$ cat src/rtl/router_pkg.sv
// Shared router types: port directions, flit layout and allocator state encoding.
package router_pkg;

   localparam int NUM_OF_PORTS = 5;
   localparam int PORT_W       = $clog2(NUM_OF_PORTS);

   typedef enum logic [2:0] {LOCAL, NORTH, EAST, SOUTH, WEST} PORT_T;

   typedef enum logic [1:0] {
      HEAD_FLIT = 2'd0,
      BODY_FLIT = 2'd1,
      TAIL_FLIT = 2'd2
   } FLIT_TYPE_T;

   typedef struct packed {
      FLIT_TYPE_T flit_type;
      PORT_T      dst_port;
      logic [1:0] vc_id;
   } flit_head_t;

   typedef struct packed {
      flit_head_t  head;
      logic [31:0] data;
   } router_pipeline_bus_t;

   typedef enum logic {A_IDLE, A_LOCKED} ALLOC_STATE_T;

endpackage

$ cat src/rtl/output_port_allocator_if.sv
// Switch-side request/grant, flit and credit signals of one output port allocator.
interface output_port_allocator_if
   import router_pkg::*;
#(
   parameter int CREDIT_W = 3
);

   logic [NUM_OF_PORTS-1:0] i_outport_req;
   logic [NUM_OF_PORTS-1:0] o_outport_ack;
   router_pipeline_bus_t    i_s2o;
   logic                    i_s2o_valid;
   router_pipeline_bus_t    o_link_flit;
   logic                    o_link_valid;
   logic                    i_credit_return;
   logic [CREDIT_W-1:0]     o_credits;
   logic                    o_busy;
   logic                    o_credit_err;

   modport master (
      output i_outport_req, i_s2o, i_s2o_valid, i_credit_return,
      input  o_outport_ack, o_link_flit, o_link_valid, o_credits, o_busy, o_credit_err
   );

   modport slave (
      input  i_outport_req, i_s2o, i_s2o_valid, i_credit_return,
      output o_outport_ack, o_link_flit, o_link_valid, o_credits, o_busy, o_credit_err
   );

endinterface

$ cat src/rtl/output_port_allocator_rr_arbiter.sv
// Combinational round-robin arbiter: first set request at or above ptr, wrapping modulo N.
module rr_arbiter #(
   parameter int N     = 4,
   parameter int PTR_W = (N > 1) ? $clog2(N) : 1
) (
   input  logic [N-1:0]     req,
   input  logic [PTR_W-1:0] ptr,
   output logic [N-1:0]     gnt,
   output logic             gnt_valid
);

   logic [PTR_W-1:0] idx;

   always_comb begin
      gnt       = '0;
      gnt_valid = 1'b0;
      idx       = '0;
      for (int i = 0; i < N; i++) begin
         idx = PTR_W'((int'(ptr) + i) % N);
         if (!gnt_valid && req[idx]) begin
            gnt[idx]  = 1'b1;
            gnt_valid = 1'b1;
         end
      end
   end

endmodule

$ cat src/rtl/output_port_allocator.sv
// Per-output arbiter and link driver: locks one input for a whole packet, forwards
// its flits onto the link and gates everything on downstream credits.
module output_port_allocator
   import router_pkg::*;
#(
   parameter PORT_T PORT_ID   = LOCAL,
   parameter int    BUF_DEPTH = 4,
   parameter int    CREDIT_W  = $clog2(BUF_DEPTH + 1)
) (
   input logic                    clk,
   input logic                    rst,
   output_port_allocator_if.slave bus
);

   localparam logic [CREDIT_W-1:0] FULL = CREDIT_W'(BUF_DEPTH);

   ALLOC_STATE_T            state, next_state;
   logic [PORT_W-1:0]       owner, next_owner;
   logic [PORT_W-1:0]       rr_ptr, next_rr_ptr;
   logic [CREDIT_W-1:0]     credits;
   router_pipeline_bus_t    link_flit;
   logic                    link_valid;
   logic                    credit_err;
   logic [NUM_OF_PORTS-1:0] arb_gnt;
   logic                    arb_valid;
   logic [PORT_W-1:0]       gnt_idx;
   logic [NUM_OF_PORTS-1:0] ack;
   logic                    has_credit;
   logic                    accept;

   // Hierarchy tag so a debugger shows which direction this instance drives.
   if (PORT_ID == LOCAL) begin : g_tag_local_sink
   end else begin : g_tag_link
   end

   rr_arbiter #(
      .N     (NUM_OF_PORTS),
      .PTR_W (PORT_W)
   ) u_arb (
      .req       (bus.i_outport_req),
      .ptr       (rr_ptr),
      .gnt       (arb_gnt),
      .gnt_valid (arb_valid)
   );

   assign has_credit = (credits != '0);
   assign accept     = (state == A_LOCKED) && bus.i_s2o_valid && has_credit;

   always_comb begin
      gnt_idx = '0;
      for (int k = 0; k < NUM_OF_PORTS; k++) begin
         if (arb_gnt[k]) gnt_idx = PORT_W'(k);
      end
   end

   // Ack comes only from registered state, so a request never reaches ack in the same cycle.
   always_comb begin
      ack = '0;
      for (int k = 0; k < NUM_OF_PORTS; k++) begin
         if (state == A_LOCKED && owner == PORT_W'(k) && has_credit) ack[k] = 1'b1;
      end
   end

   always_comb begin
      next_state  = state;
      next_owner  = owner;
      next_rr_ptr = rr_ptr;
      case (state)
         A_IDLE: begin
            if (arb_valid && has_credit) begin
               next_state = A_LOCKED;
               next_owner = gnt_idx;
            end
         end
         A_LOCKED: begin
            if (accept && bus.i_s2o.head.flit_type == TAIL_FLIT) begin
               next_state  = A_IDLE;
               next_rr_ptr = (owner == PORT_W'(NUM_OF_PORTS - 1)) ? '0 : owner + PORT_W'(1);
            end
         end
         default: next_state = A_IDLE;
      endcase
   end

   always_ff @(posedge clk or posedge rst) begin
      if (rst) begin
         state      <= A_IDLE;
         owner      <= '0;
         rr_ptr     <= '0;
         credits    <= FULL;
         link_flit  <= '0;
         link_valid <= 1'b0;
         credit_err <= 1'b0;
      end else begin
         state      <= next_state;
         owner      <= next_owner;
         rr_ptr     <= next_rr_ptr;
         link_valid <= accept;
         if (accept) link_flit <= bus.i_s2o;
         // A return and an accept in the same cycle cancel; a return into a full counter is an error.
         case ({accept, bus.i_credit_return})
            2'b10: credits <= credits - CREDIT_W'(1);
            2'b01: begin
               if (credits == FULL) credit_err <= 1'b1;
               else                 credits    <= credits + CREDIT_W'(1);
            end
            default: ;
         endcase
      end
   end

   assign bus.o_outport_ack = ack;
   assign bus.o_link_flit   = link_flit;
   assign bus.o_link_valid  = link_valid;
   assign bus.o_credits     = credits;
   assign bus.o_busy        = (state == A_LOCKED);
   assign bus.o_credit_err  = credit_err;

endmodule
$ cat src/flat_wrapper.sv
// flat-port wrapper written by rule: the top's interface ports become plain ports
module output_port_allocator_flat import router_pkg::*;
#(
   parameter PORT_T PORT_ID   = LOCAL,
   parameter int    BUF_DEPTH = 4,
   parameter int    CREDIT_W  = $clog2(BUF_DEPTH + 1)
)
  (clk, rst, bus_i_outport_req, bus_i_s2o, bus_i_s2o_valid, bus_i_credit_return, bus_o_outport_ack, bus_o_link_flit, bus_o_link_valid, bus_o_credits, bus_o_busy, bus_o_credit_err);
  output_port_allocator_if #(.CREDIT_W(CREDIT_W)) bus_i ();
  input logic clk;
  input logic rst;
  input wire logic [$bits(bus_i.i_outport_req)-1:0] bus_i_outport_req;
  input wire logic [$bits(bus_i.i_s2o)-1:0] bus_i_s2o;
  input wire logic [$bits(bus_i.i_s2o_valid)-1:0] bus_i_s2o_valid;
  input wire logic [$bits(bus_i.i_credit_return)-1:0] bus_i_credit_return;
  output wire logic [$bits(bus_i.o_outport_ack)-1:0] bus_o_outport_ack;
  output wire logic [$bits(bus_i.o_link_flit)-1:0] bus_o_link_flit;
  output wire logic [$bits(bus_i.o_link_valid)-1:0] bus_o_link_valid;
  output wire logic [$bits(bus_i.o_credits)-1:0] bus_o_credits;
  output wire logic [$bits(bus_i.o_busy)-1:0] bus_o_busy;
  output wire logic [$bits(bus_i.o_credit_err)-1:0] bus_o_credit_err;
  assign bus_i.i_outport_req = bus_i_outport_req;
  assign bus_i.i_s2o = bus_i_s2o;
  assign bus_i.i_s2o_valid = bus_i_s2o_valid;
  assign bus_i.i_credit_return = bus_i_credit_return;
  assign bus_o_outport_ack = bus_i.o_outport_ack;
  assign bus_o_link_flit = bus_i.o_link_flit;
  assign bus_o_link_valid = bus_i.o_link_valid;
  assign bus_o_credits = bus_i.o_credits;
  assign bus_o_busy = bus_i.o_busy;
  assign bus_o_credit_err = bus_i.o_credit_err;
  output_port_allocator #(.PORT_ID(PORT_ID), .BUF_DEPTH(BUF_DEPTH), .CREDIT_W(CREDIT_W)) u_core (.clk(clk), .rst(rst), .bus(bus_i));
endmodule
$ cat config.mk
export PLATFORM = sky130hd
export DESIGN_NAME = output_port_allocator_flat
export DESIGN_NICKNAME = d
export VERILOG_FILES = /design/src/rtl/router_pkg.sv /design/src/rtl/output_port_allocator_if.sv /design/src/rtl/output_port_allocator_rr_arbiter.sv /design/src/rtl/output_port_allocator.sv /design/src/flat_wrapper.sv
export SDC_FILE = /design/constraint.sdc
export NUM_CORES = 1
export LEC_CHECK = 0
export CAP_MARGIN = 5
export CORE_MARGIN = 10
export CORE_UTILIZATION = 54
export DETAILED_ROUTE_END_ITERATION = 6
export GPL_ROUTABILITY_DRIVEN = 0
export PLACE_DENSITY = 0.86
export SLEW_MARGIN = 20
export SYNTH_ARGS = -nofsm -noshare
export SYNTH_HDL_FRONTEND = slang
export SYNTH_SLANG_ARGS = --single-unit
export TNS_END_PERCENT = 5
$ cat constraint.sdc
create_clock -name clk -period 13.7 [get_ports clk]
set_input_delay 2.74 -clock clk [delete_from_list [all_inputs] [get_ports clk]]
set_output_delay 2.74 -clock clk [all_outputs]
set_load 0.02 [all_outputs]
Yosys cells after proc, flatten, opt, wreduce, memory -nomap -nowiden

Cells that the tools add are included.
Widths: inputs -> output; s select.

Add/subtract/negate cells: 7
Multipliers: 0
Divide/modulo/power cells: 5
Order comparisons: 10
Eq/ne operators: 9
Shifts and indexed selects: 0
Muxes and demuxes: 45
Bitwise logic cells: 5
Reduce and logical (&&, ||, !) cells: 34

Operators by type and width:

| operator              | count |
|---|---|
| $mod 32x4->32 const B | 4 |
| $mod 4x4->32 const B  | 1 |
| $mux 5                | 5 |
| $logic_and 1x1->1     | 23 |
| $mux 1                | 23 |
| $lt 3x4->1 const B    | 5 |
| $or 5x5->5            | 4 |
| $bmux 1 s3            | 5 |
| $demux 1 s3           | 5 |
| $ge 3x1->1 const B    | 5 |
| $mux 3                | 5 |
| $add 3x2->4 const B   | 2 |
| $reduce_and 2->1      | 4 |
| $add 3x1->3 const B   | 2 |
| $eq 3x2->1 const B    | 2 |
| $eq 3x3->1 const B    | 2 |
| $pmux 3 s2            | 1 |
| $add 3x1->4 const B   | 1 |
| $add 3x3->4 const B   | 1 |
| $eq 2x2->1 const B    | 2 |
| $logic_not 1->1       | 4 |
| $eq 3x1->1 const B    | 1 |
| $logic_not 3->1       | 1 |
| $reduce_bool 3->1     | 1 |
| other kinds (6)       | 6 |

Flip-flop bits (word level): 51
Latch bits: 0
Memory bits (writable): 0
Bits in read-only memories: 0
Input port bits: 48
Output and inout bits: 50
Logic and storage cells: 125
Memories: 0

Longest topological paths before layout

Gate-level depths: netlist of run 1.

Word-level depth: 20
Mapped depth: 23
Mapped depth without buffers: 20

Hierarchy

From an unflattened synthesis of run 1, not the netlist that was laid out.

Cells, all modules: 433
Area total of the unflattened synthesis: 4102.7 µm²

Modules (own cells, without submodules):

| module                | instances | cells an instance | area an instance (µm²) | sequential area each (µm²) |
|---|---|---|---|---|
| output_port_allocator | 1         | 159               | 2235.9                 | 1277.5 |
| rr_arbiter            | 1         | 274               | 1866.8                 | 0.0 |

Worst setup path after synthesis of run 1

No wires, ideal clock.

Path type: input -> register
Start point: input bus_i_outport_req[2]
End point: register u_core.owner[0]
Data arrival time: 4799 ps
Required time: 13576 ps
Path slack: 8777 ps
Cell stages on the path: 10
Buffers on the path: 1
Cells stage by stage: clkbuf_1 > nand2b_1 > mux4_2 > o21ai_0 > a21oi_1 > or3_4 > o31ai_4 > a211oi_2 > o31ai_1 > nand2_1

Longest elaborated chain between the ends: 19
Elaborated cells on any way between the ends: 38
Classes of those cells: 24 x mux; 4 x bitwise; 10 x reduce/logical

RTL lines:

| item                         | RTL line                               | source |
|---|---|---|
| start: declaration           | flat_wrapper.sv:12                     | `input wire logic [$bits(bus_i.i_outport_req)-1:0] bus_i_outport_req;` |
| $bmux 1 s3                   | output_port_allocator_rr_arbiter.sv:20 | `if (!gnt_valid && req[idx]) begin` |
| $mux 1 (not written as such) | output_port_allocator_rr_arbiter.sv:20 |  |
| $mux 1                       | output_port_allocator_rr_arbiter.sv:20 |  |
| $logic_not 1->1              | output_port_allocator_rr_arbiter.sv:20 |  |
| $logic_and 1x1->1            | output_port_allocator_rr_arbiter.sv:20 |  |
| $mux 1                       | output_port_allocator_rr_arbiter.sv:20 |  |
| $logic_not 1->1              | output_port_allocator_rr_arbiter.sv:20 |  |
| $logic_and 1x1->1            | output_port_allocator_rr_arbiter.sv:20 |  |
| $mux 1                       | output_port_allocator_rr_arbiter.sv:20 |  |
| $logic_not 1->1              | output_port_allocator_rr_arbiter.sv:20 |  |
| $logic_and 1x1->1            | output_port_allocator_rr_arbiter.sv:20 |  |
| $mux 1                       | output_port_allocator_rr_arbiter.sv:20 |  |
| $logic_not 1->1              | output_port_allocator_rr_arbiter.sv:20 |  |
| $logic_and 1x1->1            | output_port_allocator_rr_arbiter.sv:20 |  |
| $mux 5                       | output_port_allocator_rr_arbiter.sv:20 |  |
| $mux 1                       | output_port_allocator.sv:52            | `if (arb_gnt[k]) gnt_idx = PORT_W'(k);` |
| $mux 3 (3 in series)         | output_port_allocator.sv:52            |  |
| end signal: assignment       | output_port_allocator.sv:96            | `owner <= next_owner;` |
| end: declaration             | output_port_allocator.sv:18            | `logic [PORT_W-1:0] owner, next_owner;` |

Parallel ways exist; a longest one is shown, timed or not. The select of a mux whose other input is x is not followed.
A chain may end at the register's enable or synchronous reset.

Final worst setup path of run 1

Start point: register u_core.rr_ptr[1]
End point: register u_core.owner[1]

Longest elaborated chain between the ends: 19
Elaborated cells on any way between the ends: 71
Classes of those cells: 4 x add/sub; 5 x div; 10 x order compare; 33 x mux; 4 x bitwise; 15 x reduce/logical

RTL lines:

| item                                                                   | RTL line                    | source |
|---|---|---|
| start: declaration                                                     | output_port_allocator.sv:19 | `logic [PORT_W-1:0] rr_ptr, next_rr_ptr;` |
| start signal: assignment                                               | output_port_allocator.sv:97 | `rr_ptr <= next_rr_ptr;` |
| parallel branches: the longest is 19 deep, another holds $mod 32x4->32 | -                           |  |

Parallel ways; which one is timed is not known. The select of a mux whose other input is x is not followed.

==> run metrics, run 1 <==
Final Hold Vio Count=0; met2 usage=between 30 and 40%; xor and xnor area share after synthesis=2.27%; CP endpoint kind=flop; r2r setup slk=8.12 ns; sequential area share after synthesis=33.6%; root cell of the clock tree=clkbuf_8; final wirelength=11400 um; post-CTS clock slew at the launch and capture registers of the worst setup and hold paths=0.10 ns; simple-gate share of the synthesized area=26.7%; compound-cell area share of the yosys netlist=18.5%; most used standard cells in the synthesized netlist=nand2_1 (143), dfrtp_1 (50), inv_1 (30), ha_1 (27), a21oi_1 (21); biggest area contributors in the synthesized netlist=dfrtp_1 (33%), nand2_1 (14%), ha_1 (8.9%), inv_1 (3.0%), a21oi_1 (2.8%); vias per std cell=5.81; Data required, critical path=between 10 and 15 ns; Synth warnings=0; worst skew pair latency=0.31 ns; x dimension of the die=roughly 100 um; share of async-settable or async-resettable flops after synthesis=100%; Boundary Pins=98; ratio of cells with drive above 1 in the final layout=5.34%; antenna-violating nets left=0; clock tree from TritonCTS=done; vias after detailed routing=3821; Critical Path Sink=u_core.owner[1]; cell with the biggest individual delay on the critical path=dfrtp_1; hold buffer count at CTS=0; portion of netlist area occupied by mux cells=under 10%; Pwr Density=approximately 310 nW/um2; number of antenna violations at the first check in global routing=0; violation count after the first detailed-route iteration=246; synthesis-to-finish area growth=30.0%; leading register cell type out of synthesis=dfrtp_1; synthesized instance count=476; Unique masters post-synth=65; grt peak-use layer=met2; global-route wire length before repair=18500 um; synthesized area per cell=7.99 um2; worst slew margin relative to its limit=42.0%; Post-CTS Setup Inserts=0; overall power=1.51 mW; global-route track usage on met1=24.4%; worst voltage drop across the vdd grid=201 uV; via count of the first global-routing pass=3627; Synth area leader=dfrtp_1; count of cells resized by post-cts repair=0; Tightest Pin Transition=0.870 ns; global route overflow=0; Worst Hold Class=flop to flop; proportion of netlist area held by the largest area contributor=32.9%; Total Nets Final=638; R2R Path Start=u_core.rr_ptr[1]; Final setup violation count=0; GRT Resource Usage Total=20.1%; combined area of the multi-input logic cells=2330 um2; max-capacitance violation count=0; Max Freq=between 150 and 200 MHz; Core Area=about 7000 um2; worst-path maximum fanout=16; Rows=30; cell leakage power=around 2.3 nW; maximum count of clock buffers along a single path=2; Die Height=between 100 and 150 um; number of enable-type register cells in the synthesized netlist=0; Worst setup SP type=flop; final routed wire length divided by cell count=about 17 um; count of input and output buffers=97; total negative setup slack=0 ns; Post-Synthesis Cell Area=3800 um2; number of pins with negative max-slew slack in the final report=0; critical path cell sequence=inv_1 > ha_1 > inv_1 > ha_1 > nor2_1 > a21oi_1 > xnor2_1 > inv_1 > ha_1 > nand2b_1 > o2111ai_1 > o211ai_2 > xnor2_1 > mux2i_1 > o221ai_2 > a311o_1 > o31ai_1 > nand2_1; number of H-tree levels=2; unrepaired setup endpoints after global routing=false; register area=1280 um2; crit path kind=flop to flop; count of cells along the worst register-to-register path=18; met3 demand-to-capacity share in global routing=3.22%; maximum number of pins on one net before global-route repair=52; most frequent cell after synthesis=nand2_1; Syn Nets=553; maximum clock skew at final layout=0.0140 ns; final worst-path cycle share=40.7%; result of the run=completed; largest family of logic cells by synthesized area=simple AND/OR/NAND/NOR gates; Worst Path Arrival=between 5 and 6 ns; Post-DP HPWL=8640 um; clock sink count=51; endpoint of the worst register-to-register path=u_core.owner[1]; number of synthesized register bits=51; Initial Utilization=55.7%; final critical delay including setup and external delays=5.58 ns; count of antenna diodes in the layout=0; number of DRC violations after detailed routing=0; start point of the critical path=u_core.rr_ptr[1]; slowest stage delay, CP=0.76 ns; number of filler cells placed in the layout=between 500 and 600; die area=10800 um2; fraction of the mapped netlist area in adder cells=9.93%; total CTS buffers=5; first-pass detailed-route iteration total=5
-- registers in the layout, indices dropped and copies added, names as in the netlist --
signal	count
u_core.bus.o_link_flit	39
u_core.bus.o_credits	3
u_core.owner	3
u_core.rr_ptr	3
u_core.bus.o_busy	1
u_core.bus.o_credit_err	1
u_core.bus.o_link_valid	1
-- worst min path at each step --
stage / start / endpoint / cells past startpoint
after global routing: u_core.bus.o_link_flit[19] / u_core.bus.o_link_flit[19] / 2
after detailed placement: u_core.bus.o_credit_err / u_core.bus.o_credit_err / 1
final: u_core.bus.o_link_flit[9] / u_core.bus.o_link_flit[9] / 2
after global placement: u_core.bus.o_credit_err / u_core.bus.o_credit_err / 1
after CTS: u_core.bus.o_link_flit[16] / u_core.bus.o_link_flit[16] / 2
after floorplan: u_core.owner[0] / u_core.owner[0] / 2
-- layout make-up --
cell class | instances | area share (%)
clock buffer | 5 | 1.39
clock inverter | 3 | 0.936
inverter | 31 | 2.38
multi-input combinational | 373 | 47.1
sequential | 51 | 25.8
tap | 96 | 2.43
timing repair buffer | 99 | 19.9
-- critical path: cells and delay by family (launching register included) --
family                     cells  cell delay (ns)
AOI/OAI and AO/OA              6             1.34
xor gates and xnor gates       2             0.61
adders and majority gates      3             1.21
buffers and inverters          3             0.81
DFF                            1             0.76
muxes                          1             0.31
and+or+nand+nor                3             0.42
-- logic make-up (layout without fill, tap and decap cells) --
| group | count (synthesis) | after routing |
|---|---|---|
| XOR/XNOR | 9 | 9 |
| buffers and inverters | 52 | 138 |
| flip-flops | 51 | 51 |
| adder cells (fa/ha/maj) | 29 | 29 |
| AND/OR/NAND/NOR | 226 | 226 |
| AO/OA/AOI/OAI | 97 | 97 |
| multiplexers | 12 | 12 |
-- through the flow --
step / area (um2) / setup WS, ns / cells / hold WS, ns / util, %
after detailed placement: 4830 / 7.92 / 650 / 0.458 / 70.7
final: 4950 / 8.12 / 658 / 0.479 / 72.4
after floorplan: 3800 / 8.78 / 476 / 0.490 / -
after CTS: 4940 / 8.25 / 658 / 0.486 / 72.4
after global routing: 4950 / 7.69 / 658 / 0.508 / 72.4
after global placement: 4830 / 8.06 / 650 / 0.452 / 70.7
-- routing by layer --
| layer | part of all wire (%) | wire length, um |
|---|---|---|
| met1 | 42 | 4730 |
| met2 | 49 | 5630 |
| met3 | 7.1 | 808 |
| met4 | 1.9 | 218 |
| met5 | 0 | 0 |
-- report_power, final --
group	internal (mW)	switching, mW	leakage (nW)
clock network	0.0551	0.0541	0.0548
registers	0.226	0.0601	0.620
logic	0.456	0.660	1.61
-- placed cells by master (no fill, tap or decap), types with 3 or more instances in the layout --
cell type and instances:
nand2_1 143, clkdlybuf4s50_1 97, dfrtp_1 50, inv_1 28
ha_1 27, a21oi_1 21, o21ai_0 18, nor2_1 17
nor3_1 11, mux2i_1 9, and3_1 8, nand2b_1 8
xnor2_1 8, nand3_1 8, a31oi_1 6, nand3b_1 6
a211oi_1 5, clkbuf_8 5, o31ai_1 4, o2111ai_1 4
or2_2 4, or3_1 4, nor2b_1 3, nand4_1 3
a21o_1 3, o311ai_0 3, o21a_1 3, nor4_1 3
(Power assumes the default switching activity.)
==> run 2: changes to the inputs <==
Settings changed: CORE_UTILIZATION 54 to 45, PLACE_DENSITY 0.86 to 0.76.
Clock period 13.7 ns to 4.65 ns, I/O delays scaled along.
==> run 2 against run 1 <==
  * Worst setup slack got worse by 7.8 ns
  * Clock skew fell by 0.0031 ns
  * Global-route usage fell by 3.0 points
  * Non-clock buffer count rose by 7
  * Sequential share of layout area fell by 0.55 points
  * Total power rose to 3.0 times the previous value
  * Maximum frequency rose by 28%
==> run metrics, run 2 (synthesis gave the netlist of run 1 again) <==
die area=12500 um2 (+16%); count of input and output buffers=97 (unchanged); clock sink count=51 (unchanged); Worst Hold Margin=0.479 ns (+0.000217 ns); Boundary Pins=98 (unchanged); Max Freq=229 MHz (+28%); Tightest Pin Transition=0.867 ns (-0.00253 ns); cell leakage power=2.33 nW (+2.2%); ratio of cells with drive above 1 in the final layout=7.21% (+1.9 points); met2 usage=27.7% (-8.2 points); number of pins with negative max-slew slack in the final report=0 (unchanged); post-CTS clock slew at the launch and capture registers of the worst setup and hold paths=0.11 ns (about the same); max-capacitance violation count=0 (unchanged); violation count after the first detailed-route iteration=365 (+48%); number of filler cells placed in the layout=734 (+35%); maximum count of clock buffers along a single path=2 (unchanged); worst-path maximum fanout=22 (+6); CP endpoint kind=flop; maximum number of pins on one net before global-route repair=52 (unchanged); x dimension of the die=112 um (+7.7%); vias after detailed routing=3729 (-2.4%); Total Nets Final=645 (+1.1%); final critical delay including setup and external delays=4.37 ns (-1.21 ns); Largest register FFs=39 (unchanged); final routed wire length divided by cell count=16.7 um (-3.2%); count of cells along the worst register-to-register path=17 (-1); worst skew pair latency=0.31 ns (about the same); number of antenna violations at the first check in global routing=0 (unchanged); global-route wire length before repair=18100 um (-2.1%); Data required, critical path=4.85 ns (-9.04 ns); Rows=33 (+10%); crit path kind=flop to flop; via count of the first global-routing pass=3450 (-4.9%); commonest non-fill, non-tap cells in the layout=nand2_1 (143), clkdlybuf4s50_1 (97), dfrtp_1 (50); worst hold path stage count=2 (unchanged); number of H-tree levels=2 (unchanged); Post-CTS Setup Inserts=0 (unchanged); Core Area=8220 um2 (+20%); Worst Hold Class=flop to flop; GRT Resource Usage Total=17.1% (-3.0 points); root cell of the clock tree=clkbuf_8; Initial Utilization=46.3% (-9.4 points); met3 demand-to-capacity share in global routing=3.65% (+0.43 points); total negative setup slack=0 ns (unchanged); first-pass detailed-route iteration total=7 (+2); count of antenna diodes in the layout=0 (unchanged); global-route track usage on met1=22.1% (-2.3 points); final worst-path cycle share=94.0% (+53 points); clock tree from TritonCTS=done; Die Height=112 um (+7.7%); worst slew margin relative to its limit=42.1% (+0.17 points); fraction of the core area covered by cells at the end of the flow=61.5% (-11 points); maximum clock skew at final layout=0.0109 ns (-0.00314 ns); antenna-violating nets left=0 (unchanged); result of the run=completed; synthesis-to-finish area growth=32.8%; Pwr Density=908 nW/um2 (+200%); Worst Path Arrival=4.57 ns (-1.20 ns); global route overflow=0 (unchanged); commonest non-fill, non-tap cell in the layout=nand2_1; vias per std cell=5.53 (-4.7%); worst voltage drop across the vdd grid=462 uV (+130%); grt peak-use layer=met2; total CTS buffers=5 (unchanged); final wirelength=11300 um (-0.83%); Worst setup SP type=flop; number of DRC violations after detailed routing=0 (unchanged); Final Hold Vio Count=0 (unchanged); Final setup violation count=0 (unchanged); Post-DP HPWL=8740 um (+1.2%)
## run 2: changes by cell type in the layout (fill, tap and decap cells not counted), sizes merged
cell  change
buf       +7
## run 2: layout make-up
type                       instances  area (um2)  share of cell area (%)
multi-input combinational        373        2370                    47.0
sequential                        51        1280                    25.3
timing repair buffer             106        1040                    20.5
tap                              105         131                    2.60
inverter                          31         118                    2.33
clock buffer                       5        68.8                    1.36
clock inverter                     3        46.3                   0.916
## run 2: worst paths after layout
check / startpoint / end / slack, ns
max in group asynchronous: rst / u_core.owner[1] / 3.05
min in group asynchronous: rst / u_core.bus.o_link_flit[29] / 1.09
worst max-delay path: u_core.rr_ptr[0] / u_core.owner[0] / 0.28
worst max register to register: u_core.rr_ptr[0] / u_core.owner[0] / 0.28
worst min register to register: u_core.bus.o_link_flit[4] / u_core.bus.o_link_flit[4] / 0.48
worst min-delay path: u_core.bus.o_link_flit[4] / u_core.bus.o_link_flit[4] / 0.48
## run 2: what timing repair did
item / in CTS / in global routing
resized for setup: 0 / 7
hold buffers: 0 / 0
setup endpoints to repair: 0 / 4
## run 2: stage by stage
step           worst slack (ns)  std cells  power (mW)  area [um2]
3_3_place_gp              0.419        666        4.04        4890
6_report                  0.280        674        4.59        5050
3_5_place_dp              0.225        666        4.13        4890
4_1_cts                   0.199        674        4.47        5010
2_1_floorplan            0.0615        476        3.09        3810
5_1_grt                 -0.0441        674        4.96        5050
## run 2: worst max-delay path, cell delays in order, from the launching register on
cell	delay, ns
dfrtp_1	0.41
inv_1	0.08
buf_4	0.28
ha_1	0.30
inv_1	0.22
ha_1	0.24
nor2_1	0.07
a21oi_1	0.24
xnor2_2	0.16
inv_1	0.09
ha_1	0.22
or4_1	0.58
nand2_1	0.13
mux2i_1	0.34
o221ai_4	0.20
a311o_1	0.38
o31ai_1	0.24
nand2_1	0.08
## run 2: metal layers
layer / routed length [um] / up-vias
met4: 215 / 0
met1: 4820 / 1738
met2: 5500 / 148
met5: 0 / -
met3: 746 / 13
li1: - / 1830
## run 2: report_power, final
group | switching (mW) | leakage, nW | total [mW] | internal (mW)
Clock | 0.163 | 0.0548 | 0.325 | 0.162
Sequential | 0.150 | 0.620 | 0.816 | 0.666
Combinational | 2.00 | 1.66 | 3.45 | 1.45
Total | 2.31 | 2.33 | 4.59 | 2.27
